<file path="config.mk">
export PLATFORM = sky130hd
export DESIGN_NAME = readout_serializer
export DESIGN_NICKNAME = d
export VERILOG_FILES = /design/src/rtl/readout_serializer.sv
export SDC_FILE = /design/constraint.sdc
export NUM_CORES = 1
export LEC_CHECK = 0
export ABC_AREA = 1
export BUFFER_PORTS_ARGS = -buffer_cell sky130_fd_sc_hd__buf_4
export CELL_PAD_IN_SITES_DETAIL_PLACEMENT = 1
export CELL_PAD_IN_SITES_GLOBAL_PLACEMENT = 1
export CORE_MARGIN = 3
export CORE_UTILIZATION = 30
export DETAILED_ROUTE_END_ITERATION = 16
export GPL_ROUTABILITY_DRIVEN = 0
export PLACE_DENSITY = 0.59
export SLEW_MARGIN = 0
export SYNTH_ARGS = -nofsm -noshare
export SYNTH_HDL_FRONTEND = slang
export SYNTH_SLANG_ARGS = --single-unit
export TNS_END_PERCENT = 20
</file>
<file path="constraint.sdc">
create_clock -name clk -period 1.59 [get_ports clk]
set_input_delay 0.318 -clock clk [delete_from_list [all_inputs] [get_ports clk]]
set_output_delay 0.318 -clock clk [all_outputs]
set_load 0.01 [all_outputs]
</file>
<file path="src/rtl/readout_serializer.sv">
// Parallel-to-serial readout engine: takes a WIDTH-bit word over a valid/ready
// handshake, shifts it out MSB first, then pulses load_out for the downstream register.
module readout_serializer #(
  parameter int WIDTH = 512
) (
  input  logic             clk,
  input  logic             reset_n,
  input  logic [WIDTH-1:0] data_in,
  input  logic             data_valid,
  output logic             data_ready,
  output logic             shift_out,
  output logic             shift_en,
  output logic             frame_start,
  output logic             load_out,
  output logic             busy
);

  localparam int              CW   = (WIDTH > 1) ? $clog2(WIDTH) : 1;
  localparam logic [CW-1:0]   LAST = CW'(WIDTH - 1);

  typedef enum logic [1:0] {
    IDLE  = 2'd0,
    SHIFT = 2'd1,
    LOAD  = 2'd2
  } state_t;

  state_t           r_state;
  logic [WIDTH-1:0] r_sreg;
  logic [CW-1:0]    r_cnt;
  logic             r_data_ready;
  logic             r_shift_en;
  logic             r_frame_start;
  logic             r_load_out;
  logic             r_busy;

  logic             w_accept;

  // Ready is a registered flag, so the handshake never reaches an output combinationally.
  assign w_accept = r_data_ready & data_valid;

  // NOTE: every register here is updated with <= so all of them see the pre-edge values;
  // reset is asynchronous, so outputs reach their reset values without a clock edge.
  always_ff @(posedge clk or negedge reset_n) begin
    if (!reset_n) begin
      r_state       <= IDLE;
      r_sreg        <= '0;
      r_cnt         <= '0;
      r_data_ready  <= 1'b1;
      r_shift_en    <= 1'b0;
      r_frame_start <= 1'b0;
      r_load_out    <= 1'b0;
      r_busy        <= 1'b0;
    end else if (w_accept) begin
      r_state       <= SHIFT;
      r_sreg        <= data_in;
      r_cnt         <= '0;
      r_data_ready  <= 1'b0;
      r_shift_en    <= 1'b1;
      r_frame_start <= 1'b1;
      r_load_out    <= 1'b0;
      r_busy        <= 1'b1;
    end else begin
      case (r_state)
        SHIFT: begin
          r_sreg        <= {r_sreg[WIDTH-2:0], 1'b0};
          r_cnt         <= r_cnt + CW'(1);
          r_frame_start <= 1'b0;
          if (r_cnt == LAST) begin
            r_state      <= LOAD;
            r_shift_en   <= 1'b0;
            r_load_out   <= 1'b1;
            r_data_ready <= 1'b1;
          end
        end
        default: begin
          // LOAD with no new word, or IDLE: settle in IDLE.
          r_state       <= IDLE;
          r_data_ready  <= 1'b1;
          r_shift_en    <= 1'b0;
          r_frame_start <= 1'b0;
          r_load_out    <= 1'b0;
          r_busy        <= 1'b0;
        end
      endcase
    end
  end

  assign shift_out   = r_shift_en & r_sreg[WIDTH-1];
  assign shift_en    = r_shift_en;
  assign frame_start = r_frame_start;
  assign load_out    = r_load_out;
  assign busy        = r_busy;
  assign data_ready  = r_data_ready;

endmodule
</file>
==> results of run 1 <==
## power breakdown
part	internal, mW	switching [mW]	leakage, nW
Combinational	6.79	6.84	9.28
Clock	7.91	5.60	0.916
Sequential	20.1	3.80	6.35
## worst max-delay path, cell delays in order, from the launching register on
cell	delay (ns)
dfstp_2	0.55
buf_6	0.11
nand2_8	0.11
nand2_8	0.12
buf_12	0.17
buf_16	0.17
clkbuf_16	0.17
nor2_1	0.04
a21oi_1	0.15
## cells by family after synthesis
kind of cell	count (synthesis)
DFF	526
and+or+nand+nor	1069
xor gates and xnor gates	1
AOI/OAI and AO/OA	1030
buffers and inverters	240
adders and majority gates	2
## per-stage QoR
step | setup slack (ns) | total power, mW | util, % | std cells
floorplan | 0.225 | 30.6 | - | 2868
global placement | 0.0212 | 34.8 | 37.7 | 4312
detailed placement | -0.0162 | 35.6 | 37.7 | 4312
CTS | -0.137 | 50.5 | 46.7 | 4919
global route | -0.168 | 54.5 | 48.2 | 4964
finish | -0.105 | 51.0 | 48.2 | 4966
## metal layers
layer	track usage (%)	routed length, µm	vias to the layer above	part of all wire, %
met4	9.58	4040	0	4.1
met3	3.08	3670	214	3.7
met1	27.7	41100	12496	41
li1	-	-	11539	-
met2	39.8	50800	620	51
met5	0	0	-	0
## cells in the final DEF, fill, tap and decap left out
master / n
a21oi_1: 466
a21oi_2: 45
a31oi_1: 1
buf_12: 46
buf_16: 16
buf_4: 568
buf_6: 18
buf_8: 3
bufinv_16: 2
clkbuf_1: 17
clkbuf_16: 79
clkbuf_8: 14
clkinv_2: 4
clkinvlp_4: 1
dfrtp_1: 524
dfrtp_2: 1
dfstp_2: 1
diode_2: 10
dlygate4sd3_1: 507
ha_1: 2
inv_1: 10
inv_16: 1
inv_2: 2
nand2_1: 535
nand2_4: 1
nand2_8: 3
nand3_1: 8
nor2_1: 480
nor2_2: 40
nor2_4: 1
nor3b_1: 1
o21ai_0: 354
o21ai_1: 162
o21ai_2: 1
o21bai_1: 1
xnor2_1: 1
## how the worst max path moves through the flow
stage	from	end	slack, ns	cells after the start
detailed placement	data_ready$_DFFE_PN1P_	r_sreg[226]$_DFFE_PN0P_	-0.02	5
finish	data_ready$_DFFE_PN1P_	r_sreg[229]$_DFFE_PN0P_	-0.10	8
floorplan	data_ready$_DFFE_PN1P_	r_sreg[426]$_DFFE_PN0P_	0.23	6
global route	data_ready$_DFFE_PN1P_	r_sreg[229]$_DFFE_PN0P_	-0.17	8
CTS	r_state[0]$_DFFE_PN0P_	shift_out	-0.14	4
global placement	data_ready$_DFFE_PN1P_	r_sreg[165]$_DFFE_PN0P_	0.02	5
## layout make-up
class | instances | area (µm²)
fillers | 9005 | 40200
multi-input cells | 2102 | 9560
well taps | 1040 | 1300
clock buffers | 92 | 1780
flip-flops and latches | 526 | 13200
repair buffers | 1176 | 11400
diodes | 10 | 25.0
inverters | 14 | 72.6
clock inverters | 6 | 80.1
## what timing repair did
action	4_1_cts	5_1_grt
pin swaps	2	2
setup buffers	2	11
hold buffers	507	0
endpoints found under the hold margin	812	0
gates cloned	0	26
resized for setup	10	122
setup endpoints to repair	10	479
## sequential cells by signal (all words and copies together), names as in the netlist
| signal | cells |
|---|---|
| r_sreg | 512 |
| r_cnt | 9 |
| busy | 1 |
| data_ready | 1 |
| frame_start | 1 |
| load_out | 1 |
| r_state | 1 |
==> run metrics, run 1 <==
P_leak=16.5 nW; simple-gate share of the synthesized area=17.2%; GRT Total Usage=a little under a quarter; Post-Synthesis Cell Area=0.0236 mm²; outcome=finished, violations left; Final HPWL DP=59.3 mm; clock-pin transition on the worst setup and hold timing paths=roughly 0.06 ns; XOR/XNOR Fraction of Synth Area=less than 1%; min cycle time layout=1.69 ns; count leader, synth=nand2_1; Seq/Total Area, Yosys=55.8%; vias post-DR=24,869; total grt overflow=0; TNS Setup=-13.32 ns; Mapped Cells=2,868; post-synthesis async set-or-reset flop share=100%; Final Instance Area=around 0.037 mm²; total length of routed wires=99.6 mm; initial antenna violation count=9; Remaining DRCs=0; unrepaired setup endpoints after global routing=yes; Initial Util=30.4%; leading area contributor after synthesis=dfrtp_1; Worst Tran Pin Value=0.489 ns; Max clock buf depth=3; Worst Setup End Kind=flop; hold path cells=3; Max Fclk=0.590 GHz; WP data required=2.11 ns; worst hold slack=roughly 0.047 ns; post-synthesis sequential element count=526; io pins=521; Clk Latency, worst-skew pair=0.60 ns; clk sink count=roughly 530; Mapped Nets=between 3,000 and 4,000; Synth cell types=25; die width=between 200 and 300 µm; post-synthesis compound-gate area fraction=21.9%; vias in the first global route=27,329; largest net degree at the start of global routing=66; CTS tree=done; Yosys warnings=0; largest family of logic cells by synthesized area=compound AO/OA/AOI/OAI gates; Worst Setup Slack, final=-0.105 ns; final hold violations=0; # rows=102; skew final=0.0163 ns; Critical Path Start Type=flop; Clock Tree Root=clkbuf_16; Post-synth EDFFs=0; Slew Viols, Final=0; Tightest Hold Check Type=input port to flop; Max FO, Critical Path=9; worst r2r src=data_ready$_DFFE_PN1P_; Max Cap Viol=0; area grow syn2layout=58.6%; Critical Setup Path Class=flop to flop; total CTS buffers=60; Final period util=107%; first-pass GRT wire length=about 150 mm; FF-to-FF End=r_sreg[229]$_DFFE_PN0P_; flop2flop setup slack=-0.10 ns; Final setup viols=384; R2R cell count=8; worst vdd ir=0.893 mV; Worst Hold End=r_sreg[226]$_DFFE_PN0P_; hold path start=data_in[226]; ANT nets after route=0; placed cell areas=0.0292 mm²; H-tree Lvls=2; I/O Buffers=520; failing checks=setup timing; adder-cell share of the synthesized area=0.106%; main flop type after synthesis=dfrtp_1; Std-Cell Core Area=0.0776 mm²; iteration-0 DRC count of the detailed router=approximately 1,400; DR vias/cell=5.01; Die Area=0.0820 mm²; die height=286 µm; Initial DRT Pass Iterations=5; worst path arrival time=2.21 ns; final net count=4,397; Post-synth top cells=nand2_1 (536), dfrtp_1 (525), nor2_1 (520); share of layout cells above drive strength 1=21.6%; synth top area cells=dfrtp_1 (56%), a21oi_1 (11%), nand2_1 (8.5%), nor2_1 (8.3%), o21ai_0 (7.6%); top-area cell type share of the netlist area=55.7%; pwr/cell area=1360 mW/mm²; routed len/inst=~20 µm; post-synthesis mux area share=0%; Synth Area per Inst=8.22 µm²; Worst slew margin=67.3%
(Power assumes the default switching activity.)
==> run 2: changes to the inputs <==
==> constraint.sdc (replaced) <==
create_clock -name clk -period 2.15 [get_ports clk]
set_input_delay 0.43 -clock clk [delete_from_list [all_inputs] [get_ports clk]]
set_output_delay 0.43 -clock clk [all_outputs]
set_load 0.01 [all_outputs]
==> run metrics, run 2 (synthesized netlist as in run 1, its figures left out) <==
Worst Tran Pin Value=0.568 ns (+0.0792 ns); top flop regs=r_sreg: 512 flops, r_cnt: 9 flops; skew final=0.0158 ns (-0.000470 ns); Die Area=0.0820 mm² (unchanged); CTS tree=done; Max Fclk=0.535 GHz; final net count=3,818 (-13%); Critical Path, Cell by Cell=nand2_1, inv_1, buf_4; placed cell areas=0.0288 mm² (-1.5%); worst r2r src=data_ready$_DFFE_PN1P_; ANT nets after route=0 (unchanged); Max clock buf depth=3 (unchanged); worst vdd ir=0.618 mV (-31%); I/O Buffers=520 (unchanged); Top Family by Delay on Critical Path=flip-flops; Reg power frac=47.6% (+0.8 points); min cycle time layout=around 1.9 ns; Clock Tree Root=clkbuf_16; Final setup viols=0 (-100%); buffer count from post-CTS setup fixing=0 (-2); final hold violations=0 (unchanged); Initial DRT Pass Iterations=5 (unchanged); most common cell after layout, fill and taps aside=buf_4; Initial Util=30.4% (unchanged); routed len/inst=18.8 µm (-6.3%); largest net degree at the start of global routing=103 (+56%); Critical Setup Path Class=flop to primary output; WP data required=1.72 ns (-0.39 ns); die height=286 µm (unchanged); vias in the first global route=23,416 (-14%); H-tree Lvls=2 (unchanged); met3 WL=3.64 mm (-0.68%); total length of routed wires=82.7 mm (-17%); max incr delay on CP=0.55 ns (about the same); die width=286 µm (unchanged); io pins=521 (unchanged); Critical Path Start Type=flop; Remaining DRCs=0 (unchanged); total CTS buffers=61 (+1.7%); Psw=11.3 mW (-31%); Largest register FFs=512 (unchanged); GRT Total Usage=19.8% (-2.8 points); total power=36.6 mW (-28%); Std-Cell Core Area=0.0776 mm² (unchanged); met2 WL post-DR=41.0 mm (-19%); Tightest Hold Check Type=input port to flop; worst hold slack=0.0662 ns (+0.0190 ns); # rows=102 (unchanged); combinational power share=23.1% (-3.6 points); initial antenna violation count=8 (-1); share of layout cells above drive strength 1=21.0% (-0.67 points); P_leak=13.8 nW (-16%); DR vias/cell=4.95 (-1.2%); Final period util=87.0%; clock-pin transition on the worst setup and hold timing paths=0.06 ns (about the same); Pint=25.4 mW (-27%); clk sink count=526 (unchanged); clock network power share=29.3% (+2.8 points); Worst slew margin=62.1% (-5.2 points); slowest library cell on the worst path=dfrtp_1; vias post-DR=21,751 (-13%); Final HPWL DP=57.3 mm (-3.4%); Final Instance Area=0.0309 mm² (-17%); wire length on met1=36.0 mm (-12%); CTS resizes=0 (-10); Clk Latency, worst-skew pair=0.62 ns (+0.02 ns); first-pass GRT wire length=131 mm (-13%); Worst Setup End Kind=primary output; post-route core utilization=39.9% (-8.3 points); worst path arrival time=1.44 ns (-0.77 ns); unrepaired setup endpoints after global routing=no; area grow syn2layout=31.2%; most frequent cells in the layout=buf_4 (552), nand2_1 (536), dfrtp_1 (525); CP bufs+invs=2 (-2); iteration-0 DRC count of the detailed router=1,219 (-11%); Max FO, Critical Path=4 (-5); switching share of power=30.7% (-1.1 points); hold path start=data_in[368]; Slew Viols, Final=0 (unchanged); TNS Setup=0 ns (+13.32 ns); crit path from=r_state[0]$_DFFE_PN0P_; Largest Register=r_sreg; total grt overflow=0 (unchanged); Max Cap Viol=0 (unchanged); top layer in use=met4; pwr/cell area=1180 mW/mm² (-13%); outcome=finished, final reports clean
[run 2: cell types whose count changed in the layout (fill, tap and decap cells not counted), moves of 18 or more]
cell / previous run / this run
dlygate4sd3_1: 507 / 1
a21oi_1: 466 / 511
a21oi_2: 45 / 0
nor2_1: 480 / 520
nor2_2: 40 / 0
buf_6: 18 / 0
[run 2: final timing paths]
check                                     endpoint  slack [ns]  depth (start not counted)
setup / recovery                         shift_out        0.28                          3
hold / removal             r_sreg[368]$_DFFE_PN0P_        0.07                          3
setup reg to reg           r_sreg[334]$_DFFE_PN0P_        0.35                          5
hold reg to reg               r_cnt[8]$_DFFE_PN0P_        0.49                          2
max in group asynchronous  r_sreg[338]$_DFFE_PN0P_        0.95                          3
min in group asynchronous  r_sreg[266]$_DFFE_PN0P_        0.37                          2
[run 2: layout make-up]
type | count | area [µm²]
clock inverters | 17 | 189
clock buffers | 95 | 1900
inverters | 14 | 68.8
fillers | 9291 | 46700
well taps | 1040 | 1300
flip-flops and latches | 526 | 13200
multi-input cells | 2102 | 9280
repair buffers | 596 | 5010
diodes | 8 | 20.0
[run 2: per-stage QoR]
stage	setup slack (ns)	instances
after floorplan	0.785	2868
after global placement	0.305	4277
after detailed placement	0.278	4277
after CTS	0.231	4390
after global routing	0.199	4394
final	0.280	4398
[run 2: worst register-to-register path: cells and delay by family (launching register included)]
kind,cells,cell delay (ns)
AOI/OAI and AO/OA,1,0.17
and+or+nand+nor,2,0.34
DFF,1,0.61
buffers and inverters,2,0.63
[run 2: timing repair]
action	CTS	global route
hold buffers	1	0
endpoints found under the setup margin	0	0
endpoints found under the hold margin	29	0
[run 2: power by group through the flow]
stage	clock [mW]	sequential (mW)	combinational, mW
after floorplan	0	16.7	5.89
after global placement	0	17.3	8.16
after detailed placement	0	17.5	8.64
after CTS	11.1	17.4	8.68
after global routing	11.5	18.1	9.86
final	10.7	17.4	8.46
[run 2: metal layers]
metal | track usage (%) | vias to the layer above
met5 | 0 | -
met2 | 33.1 | 437
met4 | 5.74 | 0
met3 | 3.27 | 104
li1 | - | 10383
met1 | 26.4 | 10827
==> run 3: changes to the inputs <==
--- a/config.mk
+++ b/config.mk
@@ -10,10 +10,11 @@
 export CELL_PAD_IN_SITES_DETAIL_PLACEMENT = 1
 export CELL_PAD_IN_SITES_GLOBAL_PLACEMENT = 1
 export CORE_MARGIN = 3
-export CORE_UTILIZATION = 30
+export CORE_UTILIZATION = 43
 export DETAILED_ROUTE_END_ITERATION = 16
 export GPL_ROUTABILITY_DRIVEN = 0
-export PLACE_DENSITY = 0.59
+export PLACE_DENSITY = 0.81
+export SETUP_SLACK_MARGIN = 0.05
 export SLEW_MARGIN = 0
 export SYNTH_ARGS = -nofsm -noshare
 export SYNTH_HDL_FRONTEND = slang
==> run metrics, run 3 (synthesized netlist as in run 1, its figures left out) <==
die height=240 µm (-16%); Clock Tree Root=clkbuf_16; final non-filler cell total=4,016 (-8.7%); wire length on met1=33.2 mm (-7.9%); Final setup viols=0 (unchanged); clk sink count=526 (unchanged); total grt overflow=0 (unchanged); top flop regs=r_sreg: 512 flops, r_cnt: 9 flops; I/O Buffers=520 (unchanged); met3 WL=3.95 mm (+8.3%); CP endpoint=r_sreg[271]$_DFFE_PN0P_; CTS tree=done; R2R cell count=4 (-1); worst r2r src=r_state[0]$_DFFE_PN0P_; WP data required=2.64 ns (+0.92 ns); Largest register FFs=512 (unchanged); FF-to-FF End=r_sreg[271]$_DFFE_PN0P_; Final period util=88.7% (+1.7 points); Final HPWL DP=53.9 mm (-5.9%); share of layout cells above drive strength 1=20.2% (-0.77 points); Clk Latency, worst-skew pair=0.61 ns (about the same); total length of routed wires=79.9 mm (-3.4%); Max Cap Viol=0 (unchanged); worst vdd ir=0.735 mV (+19%); worst path arrival time=2.39 ns (+0.95 ns); # rows=85 (-17%); Max Fclk=0.525 GHz (-1.9%); P_leak=13.6 nW (-1.7%); CTS resizes=0 (unchanged); TNS Setup=0 ns (unchanged); met2 WL post-DR=38.6 mm (-5.8%); vias in the first global route=23,707 (+1.2%); top layer in use=met5; # diodes=0 (-8); io pins=521 (unchanged); Worst slew margin=51.7% (-10 points); Die Area=0.0577 mm² (-30%); ANT nets after route=0 (unchanged); crit path from=r_state[0]$_DFFE_PN0P_; Remaining DRCs=0 (unchanged); Max clock buf depth=3 (unchanged); area grow syn2layout=27.3%; GRT Total Usage=27.2% (+7.4 points); total CTS buffers=57 (-6.6%); Max FO, Critical Path=157 (+153); outcome=finished, final reports clean; final hold violations=0 (unchanged); Worst Tran Pin Value=0.725 ns (+0.157 ns); Critical Path Start Type=flop; die width=240 µm (-16%); unrepaired setup endpoints after global routing=no; first-pass GRT wire length=126 mm (-4.0%); Tightest Hold Check Type=input port to flop; Placed Cells=3,912 (-8.5%); skew final=0.0233 ns (+0.00745 ns); Layout fillers=6,420 (-31%); vias post-DR=22,153 (+1.8%); routed len/inst=19.9 µm (+5.8%); H-tree Lvls=2 (unchanged); Worst Setup End Kind=flop; Std-Cell Core Area=0.0540 mm² (-30%); final net count=3,793 (-0.65%); initial antenna violation count=4 (-4); Initial Util=43.6% (+13 points); min cycle time layout=1.91 ns (+0.0359 ns); pwr/cell area=1210 mW/mm² (+2.4%); Largest Register=r_sreg; Critical Setup Path Class=flop to flop; Slew Viols, Final=0 (unchanged); Initial DRT Pass Iterations=5 (unchanged); flop2flop setup slack=0.24 ns (-0.11 ns); DR vias/cell=5.52 (+12%); most frequent cells in the layout=buf_4 (545), nand2_1 (536), dfrtp_1 (525); iteration-0 DRC count of the detailed router=1,550 (+27%); clock-pin transition on the worst setup and hold timing paths=0.06 ns (about the same); most common cell after layout, fill and taps aside=buf_4; largest net degree at the start of global routing=158 (+53%)
==> run 3: worst max-delay path: stages (launching register included) <==
cell,delay [ns]
dfrtp_1,0.47
nand2_8,0.26
buf_12,0.45
o21ai_0,0.21
a21oi_1,0.24
==> run 3: how the worst min path moves through the flow <==
stage | startpoint | endpoint | cells past startpoint
3_3_place_gp | reset_n | r_sreg[293]$_DFFE_PN0P_ | 1
2_1_floorplan | reset_n | busy$_DFFE_PN0N_ | 0
5_1_grt | data_in[0] | r_sreg[0]$_DFFE_PN0P_ | 3
6_report | data_in[0] | r_sreg[0]$_DFFE_PN0P_ | 3
4_1_cts | data_in[0] | r_sreg[0]$_DFFE_PN0P_ | 3
3_5_place_dp | reset_n | r_sreg[293]$_DFFE_PN0P_ | 1
==> run 3: where the power goes <==
| group | switching (mW) | internal [mW] |
|---|---|---|
| Clock | 4.07 | 6.17 |
| Combinational | 4.59 | 3.98 |
| Sequential | 2.76 | 14.8 |
| Total | 11.4 | 25.0 |
==> run 3: layout make-up <==
type                    instances  area (µm²)  area share (%)
flip-flops and latches        526       13200            43.9
inverters                      14        68.8           0.229
multi-input cells            2102        9280            30.9
clock buffers                  86        1710            5.69
well taps                     696         871            2.90
repair buffers                575        4680            15.6
clock inverters                17         245           0.817
==> run 3: repair_timing <==
item                       CTS  global route
hold buffers                 1             0
hold endpoints to repair    15             0
setup endpoints to repair    0             0
buffers inserted             0             0
==> run 3: layer usage <==
layer / up-vias / GRT usage [%]
met2: 554 / 44.5
met5: - / 0
met1: 11076 / 35.6
met4: 8 / 13.4
met3: 198 / 4.00
li1: 10317 / -
==> run 3: through the flow <==
step	setup slack [ns]	hold slack (ns)	util (%)	cell area [µm²]	power (mW)
floorplan	0.785	0.134	-	23600	22.6
global placement	0.340	0.334	51.9	28000	25.2
detailed placement	0.225	0.336	51.9	28000	26.1
CTS	0.258	0.00807	55.5	30000	36.7
global route	0.113	0.0376	55.5	30000	38.8
finish	0.244	0.0405	55.5	30000	36.4
